`src/rtl/fb_scanout_pkg.sv`:
```
// Framebuffer geometry (mirrors the GPU's fb_defs.v), scan-out FSM state type and address helper.
// Shared by the fb_scanout top and its line-buffer sub-module.
package fb_scanout_pkg;

    localparam logic [11:0] FB_OFFSET    = 12'h100;
    localparam int          FB_BYTES     = 256;
    localparam int          FB_WIDTH     = 64;
    localparam int          FB_HEIGHT    = 32;
    localparam int          FB_ROW_BYTES = 8;

    localparam logic [5:0] X_LAST    = 6'(FB_WIDTH - 1);
    localparam logic [4:0] ROW_LAST  = 5'(FB_HEIGHT - 1);
    localparam logic [2:0] BYTE_LAST = 3'(FB_ROW_BYTES - 1);

    typedef enum logic [2:0] {
        IDLE,
        FETCH_REQ,
        FETCH_WAIT,
        EMIT,
        DONE
    } scan_state_t;

    // Row/byte concatenation is 8 bits, so the result always stays inside the framebuffer window.
    function automatic logic [11:0] fb_addr(input logic [4:0] row, input logic [2:0] idx);
        return FB_OFFSET + {4'h0, row, idx};
    endfunction

endpackage

```
`src/rtl/fb_scanout_if.sv`:
```
// Bus bundle between fb_scanout (master) and its environment: frame control,
// framebuffer read port and the pixel stream towards the panel driver.
interface fb_scanout_if;

    logic        scan_start;
    logic        scan_busy;
    logic        scan_done;
    logic        scan_mem_read;
    logic [11:0] scan_mem_read_addr;
    logic [7:0]  scan_mem_read_data;
    logic        scan_mem_read_ack;
    logic        pix_valid;
    logic        pix_data;
    logic        pix_ready;
    logic        pix_sof;
    logic        pix_eol;

    modport master (
        input  scan_start,
        output scan_busy,
        output scan_done,
        output scan_mem_read,
        output scan_mem_read_addr,
        input  scan_mem_read_data,
        input  scan_mem_read_ack,
        output pix_valid,
        output pix_data,
        input  pix_ready,
        output pix_sof,
        output pix_eol
    );

    modport slave (
        output scan_start,
        input  scan_busy,
        input  scan_done,
        input  scan_mem_read,
        input  scan_mem_read_addr,
        output scan_mem_read_data,
        output scan_mem_read_ack,
        input  pix_valid,
        input  pix_data,
        output pix_ready,
        input  pix_sof,
        input  pix_eol
    );

endinterface

```
`src/rtl/fb_line_buf.sv`:
```
// One-row line buffer: eight bytes written by byte index, read as a single pixel by x
// with the MSB of each byte being the leftmost pixel. Contents are not reset.
module fb_line_buf
    import fb_scanout_pkg::*;
(
    input  logic       clk,
    input  logic       wr_en,
    input  logic [2:0] wr_idx,
    input  logic [7:0] wr_data,
    input  logic [5:0] rd_x,
    output logic       rd_bit
);

    logic [7:0] line_mem [FB_ROW_BYTES];

    always_ff @(posedge clk) begin
        if (wr_en) begin
            line_mem[wr_idx] <= wr_data;
        end
    end

    assign rd_bit = line_mem[rd_x[5:3]][~rd_x[2:0]];

endmodule

```
`src/rtl/fb_scanout.sv`:
```
// Framebuffer scan-out: fetches one 8-byte row, then streams its 64 pixels in raster order.
// Optional FB_SCANOUT_ROW_DOUBLE_EN emits each fetched row twice (64x64 output, no refetch).
module fb_scanout
    import fb_scanout_pkg::*;
(
    input  logic         clk,
    input  logic         rst,
    fb_scanout_if.master bus
);

    scan_state_t state, state_n;
    logic [4:0]  row, row_n;
    logic [2:0]  byte_idx, byte_n;
    logic [5:0]  x, x_n;
    logic        busy, busy_n;
    logic        done, done_n;
    logic        rd, rd_n;
    logic [11:0] addr, addr_n;
    logic        valid, valid_n;
    logic        data, data_n;
    logic        sof, sof_n;
    logic        eol, eol_n;
    logic        buf_we;
    logic        buf_bit;
    logic        row_end;
    logic [5:0]  rd_x;

`ifdef FB_SCANOUT_ROW_DOUBLE_EN
    logic pass, pass_n;
    assign row_end = (x == X_LAST) && pass;
`else
    assign row_end = (x == X_LAST);
`endif

    // The pixel register is loaded one position ahead of x once a pixel is on display.
    assign rd_x = valid ? x + 6'd1 : x;

    fb_line_buf u_line_buf (
        .clk     (clk),
        .wr_en   (buf_we),
        .wr_idx  (byte_idx),
        .wr_data (bus.scan_mem_read_data),
        .rd_x    (rd_x),
        .rd_bit  (buf_bit)
    );

    always_comb begin
        state_n = state;
        row_n   = row;
        byte_n  = byte_idx;
        x_n     = x;
        busy_n  = busy;
        done_n  = 1'b0;
        rd_n    = rd;
        addr_n  = addr;
        valid_n = valid;
        data_n  = data;
        sof_n   = sof;
        eol_n   = eol;
        buf_we  = 1'b0;
`ifdef FB_SCANOUT_ROW_DOUBLE_EN
        pass_n  = pass;
`endif
        case (state)
            IDLE: begin
                // A start landing on the scan_done pulse belongs to the finished frame.
                if (bus.scan_start && !done) begin
                    row_n   = 5'd0;
                    byte_n  = 3'd0;
                    busy_n  = 1'b1;
                    state_n = FETCH_REQ;
                end
            end
            FETCH_REQ: begin
                rd_n    = 1'b1;
                addr_n  = fb_addr(row, byte_idx);
                state_n = FETCH_WAIT;
            end
            FETCH_WAIT: begin
                if (rd && bus.scan_mem_read_ack) begin
                    buf_we = 1'b1;
                    rd_n   = 1'b0;
                    if (byte_idx != BYTE_LAST) begin
                        byte_n  = byte_idx + 3'd1;
                        state_n = FETCH_REQ;
                    end else begin
                        x_n     = 6'd0;
                        state_n = EMIT;
`ifdef FB_SCANOUT_ROW_DOUBLE_EN
                        pass_n  = 1'b0;
`endif
                    end
                end
            end
            EMIT: begin
                if (!valid) begin
                    valid_n = 1'b1;
                    data_n  = buf_bit;
                    sof_n   = (row == 5'd0);
                    eol_n   = 1'b0;
                end else if (bus.pix_ready) begin
                    if (row_end) begin
                        valid_n = 1'b0;
                        data_n  = 1'b0;
                        sof_n   = 1'b0;
                        eol_n   = 1'b0;
                        // Issue the next row's first read on the last pixel's edge to keep the row period tight.
                        if (row != ROW_LAST) begin
                            row_n   = row + 5'd1;
                            byte_n  = 3'd0;
                            rd_n    = 1'b1;
                            addr_n  = fb_addr(row + 5'd1, 3'd0);
                            state_n = FETCH_WAIT;
                        end else begin
                            state_n = DONE;
                        end
                    end else begin
                        x_n    = x + 6'd1;
                        data_n = buf_bit;
                        sof_n  = 1'b0;
                        eol_n  = (rd_x == X_LAST);
`ifdef FB_SCANOUT_ROW_DOUBLE_EN
                        if (x == X_LAST) begin
                            pass_n = 1'b1;
                        end
`endif
                    end
                end
            end
            DONE: begin
                done_n  = 1'b1;
                busy_n  = 1'b0;
                state_n = IDLE;
            end
            default: begin
                state_n = IDLE;
            end
        endcase
    end

    always_ff @(posedge clk) begin
        if (rst) begin
            state    <= IDLE;
            row      <= 5'd0;
            byte_idx <= 3'd0;
            x        <= 6'd0;
            busy     <= 1'b0;
            done     <= 1'b0;
            rd       <= 1'b0;
            addr     <= 12'd0;
            valid    <= 1'b0;
            data     <= 1'b0;
            sof      <= 1'b0;
            eol      <= 1'b0;
`ifdef FB_SCANOUT_ROW_DOUBLE_EN
            pass     <= 1'b0;
`endif
        end else begin
            state    <= state_n;
            row      <= row_n;
            byte_idx <= byte_n;
            x        <= x_n;
            busy     <= busy_n;
            done     <= done_n;
            rd       <= rd_n;
            addr     <= addr_n;
            valid    <= valid_n;
            data     <= data_n;
            sof      <= sof_n;
            eol      <= eol_n;
`ifdef FB_SCANOUT_ROW_DOUBLE_EN
            pass     <= pass_n;
`endif
        end
    end

    assign bus.scan_busy          = busy;
    assign bus.scan_done          = done;
    assign bus.scan_mem_read      = rd;
    assign bus.scan_mem_read_addr = addr;
    assign bus.pix_valid          = valid;
    assign bus.pix_data           = data;
    assign bus.pix_sof            = sof;
    assign bus.pix_eol            = eol;

endmodule

```
`src/flat_wrapper.sv`:
```
// flat-port wrapper written by rule: the top's interface ports become plain ports
module fb_scanout_flat import fb_scanout_pkg::*;
  (clk, rst, bus_scan_start, bus_scan_busy, bus_scan_done, bus_scan_mem_read, bus_scan_mem_read_addr, bus_scan_mem_read_data, bus_scan_mem_read_ack, bus_pix_valid, bus_pix_data, bus_pix_ready, bus_pix_sof, bus_pix_eol);
  fb_scanout_if bus_i ();
  input  logic clk;
  input  logic rst;
  input wire logic [$bits(bus_i.scan_start)-1:0] bus_scan_start;
  output wire logic [$bits(bus_i.scan_busy)-1:0] bus_scan_busy;
  output wire logic [$bits(bus_i.scan_done)-1:0] bus_scan_done;
  output wire logic [$bits(bus_i.scan_mem_read)-1:0] bus_scan_mem_read;
  output wire logic [$bits(bus_i.scan_mem_read_addr)-1:0] bus_scan_mem_read_addr;
  input wire logic [$bits(bus_i.scan_mem_read_data)-1:0] bus_scan_mem_read_data;
  input wire logic [$bits(bus_i.scan_mem_read_ack)-1:0] bus_scan_mem_read_ack;
  output wire logic [$bits(bus_i.pix_valid)-1:0] bus_pix_valid;
  output wire logic [$bits(bus_i.pix_data)-1:0] bus_pix_data;
  input wire logic [$bits(bus_i.pix_ready)-1:0] bus_pix_ready;
  output wire logic [$bits(bus_i.pix_sof)-1:0] bus_pix_sof;
  output wire logic [$bits(bus_i.pix_eol)-1:0] bus_pix_eol;
  assign bus_i.scan_start = bus_scan_start;
  assign bus_scan_busy = bus_i.scan_busy;
  assign bus_scan_done = bus_i.scan_done;
  assign bus_scan_mem_read = bus_i.scan_mem_read;
  assign bus_scan_mem_read_addr = bus_i.scan_mem_read_addr;
  assign bus_i.scan_mem_read_data = bus_scan_mem_read_data;
  assign bus_i.scan_mem_read_ack = bus_scan_mem_read_ack;
  assign bus_pix_valid = bus_i.pix_valid;
  assign bus_pix_data = bus_i.pix_data;
  assign bus_i.pix_ready = bus_pix_ready;
  assign bus_pix_sof = bus_i.pix_sof;
  assign bus_pix_eol = bus_i.pix_eol;
  fb_scanout u_core (.clk(clk), .rst(rst), .bus(bus_i));
endmodule
```
`config.mk`:
```
export PLATFORM = sky130hd
export DESIGN_NAME = fb_scanout_flat
export DESIGN_NICKNAME = d
export VERILOG_FILES = /design/src/rtl/fb_scanout_pkg.sv /design/src/rtl/fb_scanout_if.sv /design/src/rtl/fb_line_buf.sv /design/src/rtl/fb_scanout.sv /design/src/flat_wrapper.sv
export SDC_FILE = /design/constraint.sdc
export NUM_CORES = 1
export LEC_CHECK = 0
export ABC_AREA = 1
export CAP_MARGIN = 40
export CORE_MARGIN = 2
export CORE_UTILIZATION = 50
export CTS_BUF_LIST = sky130_fd_sc_hd__clkbuf_8
export CTS_CLUSTER_SIZE = 16
export DETAILED_ROUTE_END_ITERATION = 10
export PLACE_DENSITY = 0.8
export RECOVER_POWER = 50
export REMOVE_ABC_BUFFERS = 1
export SYNTH_ARGS = -nofsm -noshare
export SYNTH_HDL_FRONTEND = slang
export SYNTH_SLANG_ARGS = --single-unit
```
`constraint.sdc`:
```
create_clock -name clk -period 1.9 [get_ports clk]
set_input_delay 0.285 -clock clk [delete_from_list [all_inputs] [get_ports clk]]
set_output_delay 0.285 -clock clk [all_outputs]
set_load 0.01 [all_outputs]
```
==> metrics.txt <==
most common cell after layout, fill and taps aside nand2_1; synth top area cells edfxtp_1, dfxtp_1, nand3_1; Slowest-stage cell, CP dfxtp_4; setup TNS -0.00481 ns; clk slew on worst S/H paths 0.10 ns; DP HPWL 6.95 mm; gr usage total 21.6%; CTS max path bufs 2; met2 wire len 5.33 mm; CTS tree done; clock sink count 97; Routed Antenna Nets 0; Crit Path Class register to register; cell family with most CP delay simple AND/OR/NAND/NOR gates; Synth warnings 0; commonest cells after routing, fill and taps aside nand2_1, nand3_1, edfxtp_1; fmax 525 MHz; leakage 2.16 nW; final worst path period share 100%; Rows 34; Final Skew 0.0152 ns; routed vias/inst 5.63; min Tclk post-route 1.90 ns; #FFs+latches synth 97; Final #Nets 565; # H-tree levels 3; Ports 32; multi-input logic area 1740 sq um; worst-path cell chain ha_4 > nand4_1 > nor2_2 > a21oi_2 > nor3_4 > o211ai_1 > nor2_2 > o21ai_1 > a21oi_1; Remaining Overflow, GRT 0; Finish-stage setup viols 1; # DRC 0; clock latency on the worst-skew pair 0.38 ns; Startpoint Class register; CP Max Fanout 4; hold buffers post-CTS 0; Post-synth EDFFs 64; vias in the first global route 3573; failing checks negative setup slack; syn_area_per_cell 9.55 sq um; Critical path buffers and inverters 0; outcome complete, but fails checks; Die ar. 9660 sq um; Initial DRT Pass Iterations 5; layout cells sized above 1 25.8%; Filler cells 657; pwr/cell area 848 nW/um^2; Power, Total 4.76 mW; Num CTS Buffers 9; post-synthesis sequential area ratio 58.1%; Placed Cells 630; Async S/R FF share, synth 0%; Die H 98.3 um; Met1 Wirelength 4.37 mm; Arr. time, crit path 2.22 ns; Final WS setup -0.00481 ns; Crit path largest cell delay 0.39 ns; maximum VDD drop 0.509 mV; required time of the critical path 2.21 ns; met3 WL 873 um; RePlAce Congestion 0.882; ant diodes 0; Clock Tree Root clkbuf_8; largest net degree at the start of global routing 21; Synth top area share 43.3%; Mapped Area 4440 sq um; register area 2600 sq um; area grow syn2layout 26.5%; main flop type after synthesis edfxtp_1; Netlist cell types 38; Starting DRT DRC Count 323; MaxCap Viol Count 0; synthesized instance count 465; RSZ-0062 raised after global routing true; core area 8680 sq um; CP dominant cell by count nor2_2; highest routed layer met4; PortBufs 28; Die Wd 98.3 um; Slew Limit Fails 0; first-pass GRT wire length 16.5 mm; Non-Filler Instances 658; routed wire length 10.8 mm; Initial Util 51.2%; dominant cell type by area after synthesis edfxtp_1; vias 3706; average wire per cell in the routed design 16.4 um; worst min-delay path category register to register; initial antenna violation count 0; Fin. Hold Viols 0; critical path capture point type register
==> synthesized netlist by cell type (3+ instances only) <==
master and n:
nand2_1 106, nand3_1 95, edfxtp_1 64, dfxtp_1 33, a21oi_1 29, inv_1 23, nor2_1 23, o21ai_0 10
inv_2 9, ha_1 7, nor3_1 6, a211oi_1 5, buf_4 5, nand2_2 5, nand4_1 5, buf_2 4
nor2_2 4, or2_2 4, buf_6 3, clkbuf_1 3
==> tightest hold or removal path: stages, from the launching register on <==
cell     delay [ns]
dfxtp_1        0.32
nand2_1        0.06
a21oi_1        0.05
==> layout make-up <==
cell class	instances	area share, %
Sequential cell	97	46.2
Clock inverter	7	1.11
Timing Repair Buffer	82	13.9
Multi-Input combinational cell	317	31.0
Tap cell	108	2.40
Clock buffer	9	2.20
Timing Repair inverter	2	0.445
Inverter	36	2.72
==> per-layer routing <==
metal  vias up  global-route usage [%]
met1      1755                    28.0
li1       1759                       -
met4         0                    11.4
met3        22                    4.87
met5         -                       0
met2       170                    34.0
==> registers in the layout, indices dropped and copies added, names as in the netlist, 3 cells and up <==
| register | count |
|---|---|
| u_core.bus.scan_mem_read_addr | 9 |
| u_core.row | 5 |
| u_core.x | 6 |
| u_core.u_line_buf.line_mem | 64 |
| u_core.state | 3 |
| u_core.byte_idx | 3 |
==> logic make-up (layout without fill, tap and decap cells) <==
family | Yosys count | in the layout | synth area share (%)
AOI/OAI and AO/OA | 49 | 49 | 6.17
xor gates and xnor gates | 2 | 2 | 0.394
adders and majority gates | 7 | 7 | 1.97
buffers and inverters | 53 | 136 | 6.03
DFF | 97 | 97 | 58.1
other | 1 | 3 | 0.0844
and+or+nand+nor | 256 | 256 | 27.2
==> final timing paths <==
check                                    from                               end  slack, ns  depth (start not counted)
min reg2reg  u_core.bus.scan_mem_read_addr[1]  u_core.bus.scan_mem_read_addr[1]       0.47                          2
max reg2reg                       u_core.x[0]  u_core.bus.scan_mem_read_addr[3]     -0.005                          9
min          u_core.bus.scan_mem_read_addr[1]  u_core.bus.scan_mem_read_addr[1]       0.47                          2
max                               u_core.x[0]  u_core.bus.scan_mem_read_addr[3]     -0.005                          9
==> what timing repair did <==
action	in CTS	in global routing
gates resized for setup	2	52
gates cloned	0	2
setup buffers	1	9
setup endpoints to repair	6	23
pin swaps	2	25
==> through the flow <==
step,hold slack (ns),area [sq um],util (%),setup slack [ns]
floorplan,0.354,4330,-,-0.230
global placement,0.450,5120,59.0,-0.0434
detailed placement,0.454,5120,59.0,-0.0764
CTS,0.475,5320,61.3,-0.00582
global route,0.488,5620,64.7,-0.0965
finish,0.465,5620,64.7,-0.00481
==> power breakdown <==
group / total [mW] / internal, mW / switching, mW
clock network: 1.29 / 0.503 / 0.784
logic: 1.09 / 0.452 / 0.643
registers: 2.38 / 2.32 / 0.0581
total: 4.76 / 3.28 / 1.48
Note: power is estimated with default switching activity, not from simulation.
